`src/rtl/rr_grant_arbiter.sv`:
```
// Round-robin arbiter: one shared resource, N_REQ requesters, grant held until release or timeout.
// Latency: 1 cycle from sampled request to registered grant; at least one idle cycle between grants.
// Backpressure: none; the owner holds the grant by keeping its request high, at most MAX_HOLD cycles.
module rr_grant_arbiter #(
    parameter int N_REQ    = 8,
    parameter int IDX_W    = 3,
    parameter int MAX_HOLD = 16,
    parameter int CNT_W    = 8
) (
    input  logic             clk,
    input  logic             rst,
    input  logic             en,
    input  logic [N_REQ-1:0] req,
    output logic             grant_valid,
    output logic [IDX_W-1:0] grant_idx,
    output logic [N_REQ-1:0] grant_oh,
    output logic             timeout_pulse
);

    typedef enum logic {
        IDLE,
        GRANT
    } state_t;

    localparam logic [CNT_W-1:0] HOLD_LAST = CNT_W'(MAX_HOLD - 1);

    state_t           state;
    logic [IDX_W-1:0] ptr;
    logic [CNT_W-1:0] hold_cnt;

    logic             win_vld;
    logic [IDX_W-1:0] win_idx;
    logic             owner_req;

    // Scan from the farthest slot back to ptr so the closest request (in circular order) wins.
    always_comb begin
        win_vld = 1'b0;
        win_idx = '0;
        for (int k = N_REQ - 1; k >= 0; k--) begin
            if (req[ptr + IDX_W'(k)]) begin
                win_vld = 1'b1;
                win_idx = ptr + IDX_W'(k);
            end
        end
    end

    assign owner_req = req[grant_idx];

    always_ff @(posedge clk) begin
        if (rst) begin
            state         <= IDLE;
            grant_valid   <= 1'b0;
            grant_idx     <= '0;
            grant_oh      <= '0;
            timeout_pulse <= 1'b0;
            ptr           <= '0;
            hold_cnt      <= '0;
        end else begin
            timeout_pulse <= 1'b0;
            unique case (state)
                IDLE: begin
                    if (en && win_vld) begin
                        state       <= GRANT;
                        grant_valid <= 1'b1;
                        grant_idx   <= win_idx;
                        grant_oh    <= N_REQ'(1) << win_idx;
                        hold_cnt    <= '0;
                    end
                end
                GRANT: begin
                    // A dropped request on the timeout edge counts as a normal release.
                    if (!owner_req || hold_cnt == HOLD_LAST) begin
                        state         <= IDLE;
                        grant_valid   <= 1'b0;
                        grant_idx     <= '0;
                        grant_oh      <= '0;
                        hold_cnt      <= '0;
                        ptr           <= grant_idx + IDX_W'(1);
                        timeout_pulse <= owner_req;
                    end else begin
                        hold_cnt <= hold_cnt + CNT_W'(1);
                    end
                end
                default: state <= IDLE;
            endcase
        end
    end

endmodule

```
`config.mk`:
```
export PLATFORM = sky130hd
export DESIGN_NAME = rr_grant_arbiter
export DESIGN_NICKNAME = d
export VERILOG_FILES = /design/src/rtl/rr_grant_arbiter.sv
export SDC_FILE = /design/constraint.sdc
export NUM_CORES = 1
export LEC_CHECK = 0
export ABC_AREA = 1
export BUFFER_PORTS_ARGS = -buffer_cell sky130_fd_sc_hd__buf_4
export CORE_UTILIZATION = 55
export CTS_CLUSTER_SIZE = 40
export DETAILED_ROUTE_END_ITERATION = 6
export HOLD_SLACK_MARGIN = 0.02
export PLACE_DENSITY = 0.81
export RECOVER_POWER = 25
export SYNTH_ARGS = -nofsm -noshare
export SYNTH_HDL_FRONTEND = slang
export SYNTH_SLANG_ARGS = --single-unit
```
`constraint.sdc`:
```
create_clock -name clk -period 6.98 [get_ports clk]
set_input_delay 0.349 -clock clk [delete_from_list [all_inputs] [get_ports clk]]
set_output_delay 0.349 -clock clk [all_outputs]
set_load 0.005 [all_outputs]
```
## After elaboration in Yosys (flattened, before gate mapping)

Index checks and enable logic that the tools add are counted.
Widths: inputs -> output; s select.

| operators by class | value |
|---|---|
| $mul | 0 |
| equal/unequal tests | 3 |
| muxes and demuxes | 49 |
| add/subtract/negate cells | 9 |
| $lt $le $gt $ge | 9 |
| shift operators | 1 |
| divide/modulo/power cells | 0 |
| reductions and logical operators | 6 |
| bitwise logic cells | 2 |

Operators with widths:

| cell | count |
|---|---|
| $lt 3x4->1 const B | 9 |
| $mux 8 | 4 |
| $pmux 8 s2 | 2 |
| $mux 3 | 10 |
| $bmux 1 s3 | 9 |
| $mux 1 | 21 |
| $add 3x3->3 const B | 4 |
| $add 8x1->8 const B | 1 |
| $eq 8x4->1 const B | 1 |
| $shl 1x3->8 const A | 1 |
| $add 3x1->3 const B | 2 |
| $add 3x2->3 const B | 2 |
| $pmux 3 s2 | 1 |
| $pmux 1 s2 | 2 |
| $reduce_and 2->1 | 2 |
| $reduce_or 3->1 | 1 |
| $ne 2x1->1 const B | 1 |
| $ne 2x2->1 const B | 1 |
| $not 1->1 | 2 |
| $logic_and 1x1->1 | 1 |
| $logic_not 1->1 | 1 |
| $logic_or 1x1->1 | 1 |

| word-level totals | value |
|---|---|
| bits in latches | 0 |
| output and inout bits | 13 |
| word-level logic and storage cells | 86 |
| memory bits (writable) | 0 |
| register bits after elaboration | 25 |
| input port bits | 11 |
| memories kept | 0 |
| memory bits (read-only) | 0 |

## Depth between registers and ports, before layout

| depth | value |
|---|---|
| depth after elaboration | 14 |
| mapped depth | 21 |
| depth with buffers taken out | 19 |

## Worst setup path after synthesis

No wires, ideal clock.

| path | value |
|---|---|
| path kind | reg2reg |
| start point | register ptr[0] |
| end point | register grant_oh[2] |
| setup time | 0.128 ns |
| data required time | 6.852 ns |
| cell stages (with the launch flop) | 19 |
| path slack | 4.706 ns |
| arrival | 2.146 ns |
| buffers on the path | 2 |
| clock period less this slack | 2.274 ns |
| cell sequence | dfxtp_1 buf_6 inv_2 buf_6 ha_1 inv_2 nand3_1 nand3_1 nand2_2 nor2_2 nand4_4 nand3_4 inv_2 nand2_2 inv_2 nand2_2 nor2_1 nor2_1 nor2_1 |

| on the way | value |
|---|---|
| cells in the longest elaborated chain, start to end | 14 |
| elaborated cells between the ends (all ways) | 45 |
| those cells by class | add/sub (7); eq/ne (1); shift (1); mux (34); reduce/logical (2) |

RTL lines:

| item | line | RTL |
|---|---|---|
| from (decl) | 28 | `logic [IDX_W-1:0] ptr;` |
| from (signal assigned) | 78 | `ptr <= grant_idx + IDX_W'(1);` |
| $add 3x3->3 | 40, 42 |  |
| $bmux 1 s3 | 40 | `if (req[ptr + IDX_W'(k)]) begin` |
| $mux 1 (not written as such) | 40 |  |
| $mux 3 or $mux 1 (tied branches) (8 in series) | 40 |  |
| $shl 1x3->8 or $logic_and 1x1->1 (tied branches) | 66, 62 |  |
| $mux 8 or $ne 2x2->1 (tied branches) | -- |  |
| $pmux 8 s2 or $reduce_and 2->1 (tied branches) | -- |  |
| to (signal assigned) | 66 | `grant_oh <= N_REQ'(1) << win_idx;` |
| to (decl) | 16 | `output logic [N_REQ-1:0] grant_oh,` |

Parallel ways exist; a longest one is shown, timed or not. The select of a mux whose other input is x is not followed.
A chain may end at the register's enable or synchronous reset.

## Worst setup path in the final report

| path | value |
|---|---|
| start point | register ptr[0] |
| end point | register grant_oh[5] |

Same word-level chain as after synthesis.

==> run_results.csv <==
group,metric,value,unit
timing,tns,0,ns
pwr,p_leak,1.02,nW
setup_path,crit_fanout,11,
setup_path,crit_chain,"inv_2 -> ha_1 -> inv_2 -> nand3_1 -> nand3_1 -> nand2_2 -> nor2_2 -> nand4_4 -> nand3_4 -> nor2_1 -> nand2_1 -> nor2_1 -> nor2_1 -> nor2_1",
run,drv_cap,0,
floorplanning,die_w,62.6,um
grt,use_met2,40.2,%
floorplanning,die_y,62.6,um
yosys,ys_seq_area_share,24.8,%
timing,fin_crit_sh,37.6,%
clocking,root_buffer,"clkbuf_4",
pwr,ir_drop,137,uV
setup_path,crit_path_top_delay_cell,"dfxtp_1",
route,num_vias,1948,
grt,grt_pass1_vias,1755,
timing,finalHoldViolations,0,
timing,relSlewSlack,71.0,%
pwr,power_frac_seq,32.7,%
outcome,status,"completed",
cells_and_area,layout_common_cells,"nand2_1, nor2_1, inv_1",
timing,max_freq,381,MHz
setup_path,crit_required,7.22,ns
pwr,swShare,47.1,%
cells_and_area,drive_above_1_share,30.2,%
clocking,clkTransAtPathRegs,0.15,ns
place,portBuffers,23,
clocking,post_cts_buffers,0,
clocking,clk_path_buf_depth,2,
pwr,power_density,232,nW/um^2
place,place.gp.congestion,0.961,
cells_and_area,multi_input_area,1320,um^2
floorplanning,io_pins,24,
timing,fin_crit,2.63,ns
grt,grt_use_met3,2.74,%
setup_path,slowest_delay,0.56,ns
clocking,cts_hold_buf,0,
yosys,netlist_area,2020,um^2
setup_path,endpoint_kind,"register",
min_path,min_path_type,"in2reg",
yosys,post-synth-top-area-cell,"dfxtp_1",
route,drt_iter0_markers,134,
timing,finClkSkew,0.00704,ns
grt,busiest_layer,"met2",
yosys,netlist.area_leader.share,24.8,%
timing,tightest_slew,0.434,ns
grt,met1_usage,34.9,%
route,wirelength,4620,um
yosys,syn_nets,318,
timing,slew_violations,0,
cells_and_area,syn2layout_area_growth,10.6,%
route,post-route-drc-count,0,
cells_and_area,regArea,500,um^2
clocking,clk_latency,0.33,ns
timing,setup_viol,0,
setup_path,worstPathArrival,2.87,ns
yosys,yosysUniqueCellTypes,32,
floorplanning,start_util,59.2,%
setup_path,path_common_cell,"nor2_1",
cells_and_area,n_antenna_cell,0,
grt,grt_first_pass_wirelength,7960,um
pwr,switchingPower,0.244,mW
yosys,synth-seq-cells,25,
floorplanning,coreArea,3420,um^2
grt,antenna_found_initial,0,
pwr,cell_internal_pwr,0.274,mW
cells_and_area,fill_cells,320,
cells_and_area,layout_commonest_cell,"nand2_1",
yosys,yosys-top-cells-area,"dfxtp_1, nand2_1, nand3_2",
yosys,yosysWarningCount,0,
floorplanning,fp-row-count,21,
timing,rsz0062_at_grt,"false",
grt,grt_max_degree,21,
cells_and_area,nNetsFinal,340,
pwr,clkPwrFrac,13.3,%
floorplanning,die_area,3920,um^2
grt,grtUsageTotal,25.2,%
clocking,ctsResizeCount,0,
clocking,htreeDepth,1,
setup_path,worstSetupPathType,"reg2reg",
grt,grt-ovfl-total,0,
clocking,cts_tree,"done",
yosys,synth_area_per_cell,6.67,um^2
place,dp_hpwl,3660,um
clocking,cts_sinks,25,
route,ant_nets,0,
setup_path,start_kind,"register",
route,wl_per_cell,12.5,um
clocking,numCtsBuffers,3,
route,drt-vias-per-instance,5.26,
route,dr.pass1.iters,4,
timing,hold_ws,0.330,ns
yosys,synthCells,303,
pwr,p_comb_share,54.0,%
==> worst max-delay path, delay by kind of cell (launching register included) <==
| kind | cells | cell delay [ns] |
|---|---|---|
| adder cells (fa/ha/maj) | 1 | 0.44 |
| AND/OR/NAND/NOR | 11 | 1.16 |
| buffers and inverters | 2 | 0.38 |
| flip-flops | 1 | 0.56 |
==> state kept, by name (all words and copies together) (netlist names) <==
name / flops
grant_idx: 3
grant_oh: 8
grant_valid: 1
hold_cnt: 8
ptr: 3
state: 1
timeout_pulse: 1
==> through the flow <==
stage | instance area, um^2 | setup slack (ns) | utilization [%] | power (mW) | cells
after floorplan | 2020 | 4.71 | - | 0.388 | 303
after global placement | 2210 | 4.38 | 64.6 | 0.444 | 366
after detailed placement | 2210 | 4.38 | 64.6 | 0.448 | 366
after CTS | 2240 | 4.36 | 65.5 | 0.517 | 370
after global routing | 2240 | 4.08 | 65.5 | 0.557 | 370
final | 2240 | 4.35 | 65.5 | 0.519 | 370
==> cells in the mapped netlist <==
cell	instances
nand2_1	67
nor2_1	42
inv_1	27
dfxtp_1	25
nand3_2	23
nand2_2	20
nand3_1	19
a21oi_1	17
inv_2	12
o21ai_0	8
nor2_2	5
ha_1	4
nand2_4	4
o21ai_1	3
xnor2_1	3
xor2_1	3
buf_4	2
buf_6	2
clkbuf_1	2
nand3b_1	2
o22ai_1	2
a211oi_1	1
a211oi_2	1
a21oi_2	1
a21oi_4	1
inv_4	1
nand3_4	1
nand4_1	1
nand4_4	1
nor2_4	1
o21a_1	1
o32ai_1	1
==> layer usage <==
metal,share of wire [%],up-vias
li1,-,1004
met1,47,868
met2,45,67
met3,7.0,9
met4,1.3,0
met5,0,-
==> layout make-up <==
cell class,count,area share [%]
Sequential cell,25,22.4
Tap cell,46,2.57
Timing Repair Buffer,23,7.72
Multi-Input combinational cell,232,59.2
Inverter,40,6.82
Clock buffer,3,1.01
Clock inverter,1,0.336
==> cell families after synthesis <==
logic type	Yosys count	share of synthesized area [%]
adders and majority gates	4	2.48
xor gates and xnor gates	6	2.60
DFF	25	24.8
and+or+nand+nor	186	49.8
buffers and inverters	46	9.78
AOI/OAI and AO/OA	36	10.6
==> final timing paths <==
check / endpoint / slack, ns / from / cells past startpoint
max: grant_oh[5]$_SDFFE_PP0P_ / 4.35 / ptr[0]$_SDFFE_PP0P_ / 14
min: grant_idx[2]$_SDFFE_PP0P_ / 0.33 / rst / 2
max reg2reg: grant_oh[5]$_SDFFE_PP0P_ / 4.35 / ptr[0]$_SDFFE_PP0P_ / 14
min reg2reg: grant_oh[7]$_SDFFE_PP0P_ / 0.48 / grant_oh[7]$_SDFFE_PP0P_ / 2
==> power by group through the flow <==
stage / clock (mW) / sequential [mW] / combinational, mW
finish: 0.0690 / 0.169 / 0.280
global route: 0.0776 / 0.172 / 0.307
CTS: 0.0707 / 0.170 / 0.277
detailed placement: 0 / 0.173 / 0.275
global placement: 0 / 0.173 / 0.272
floorplan: 0 / 0.168 / 0.220
No activity file was read; power rests on OpenSTA's default activity.
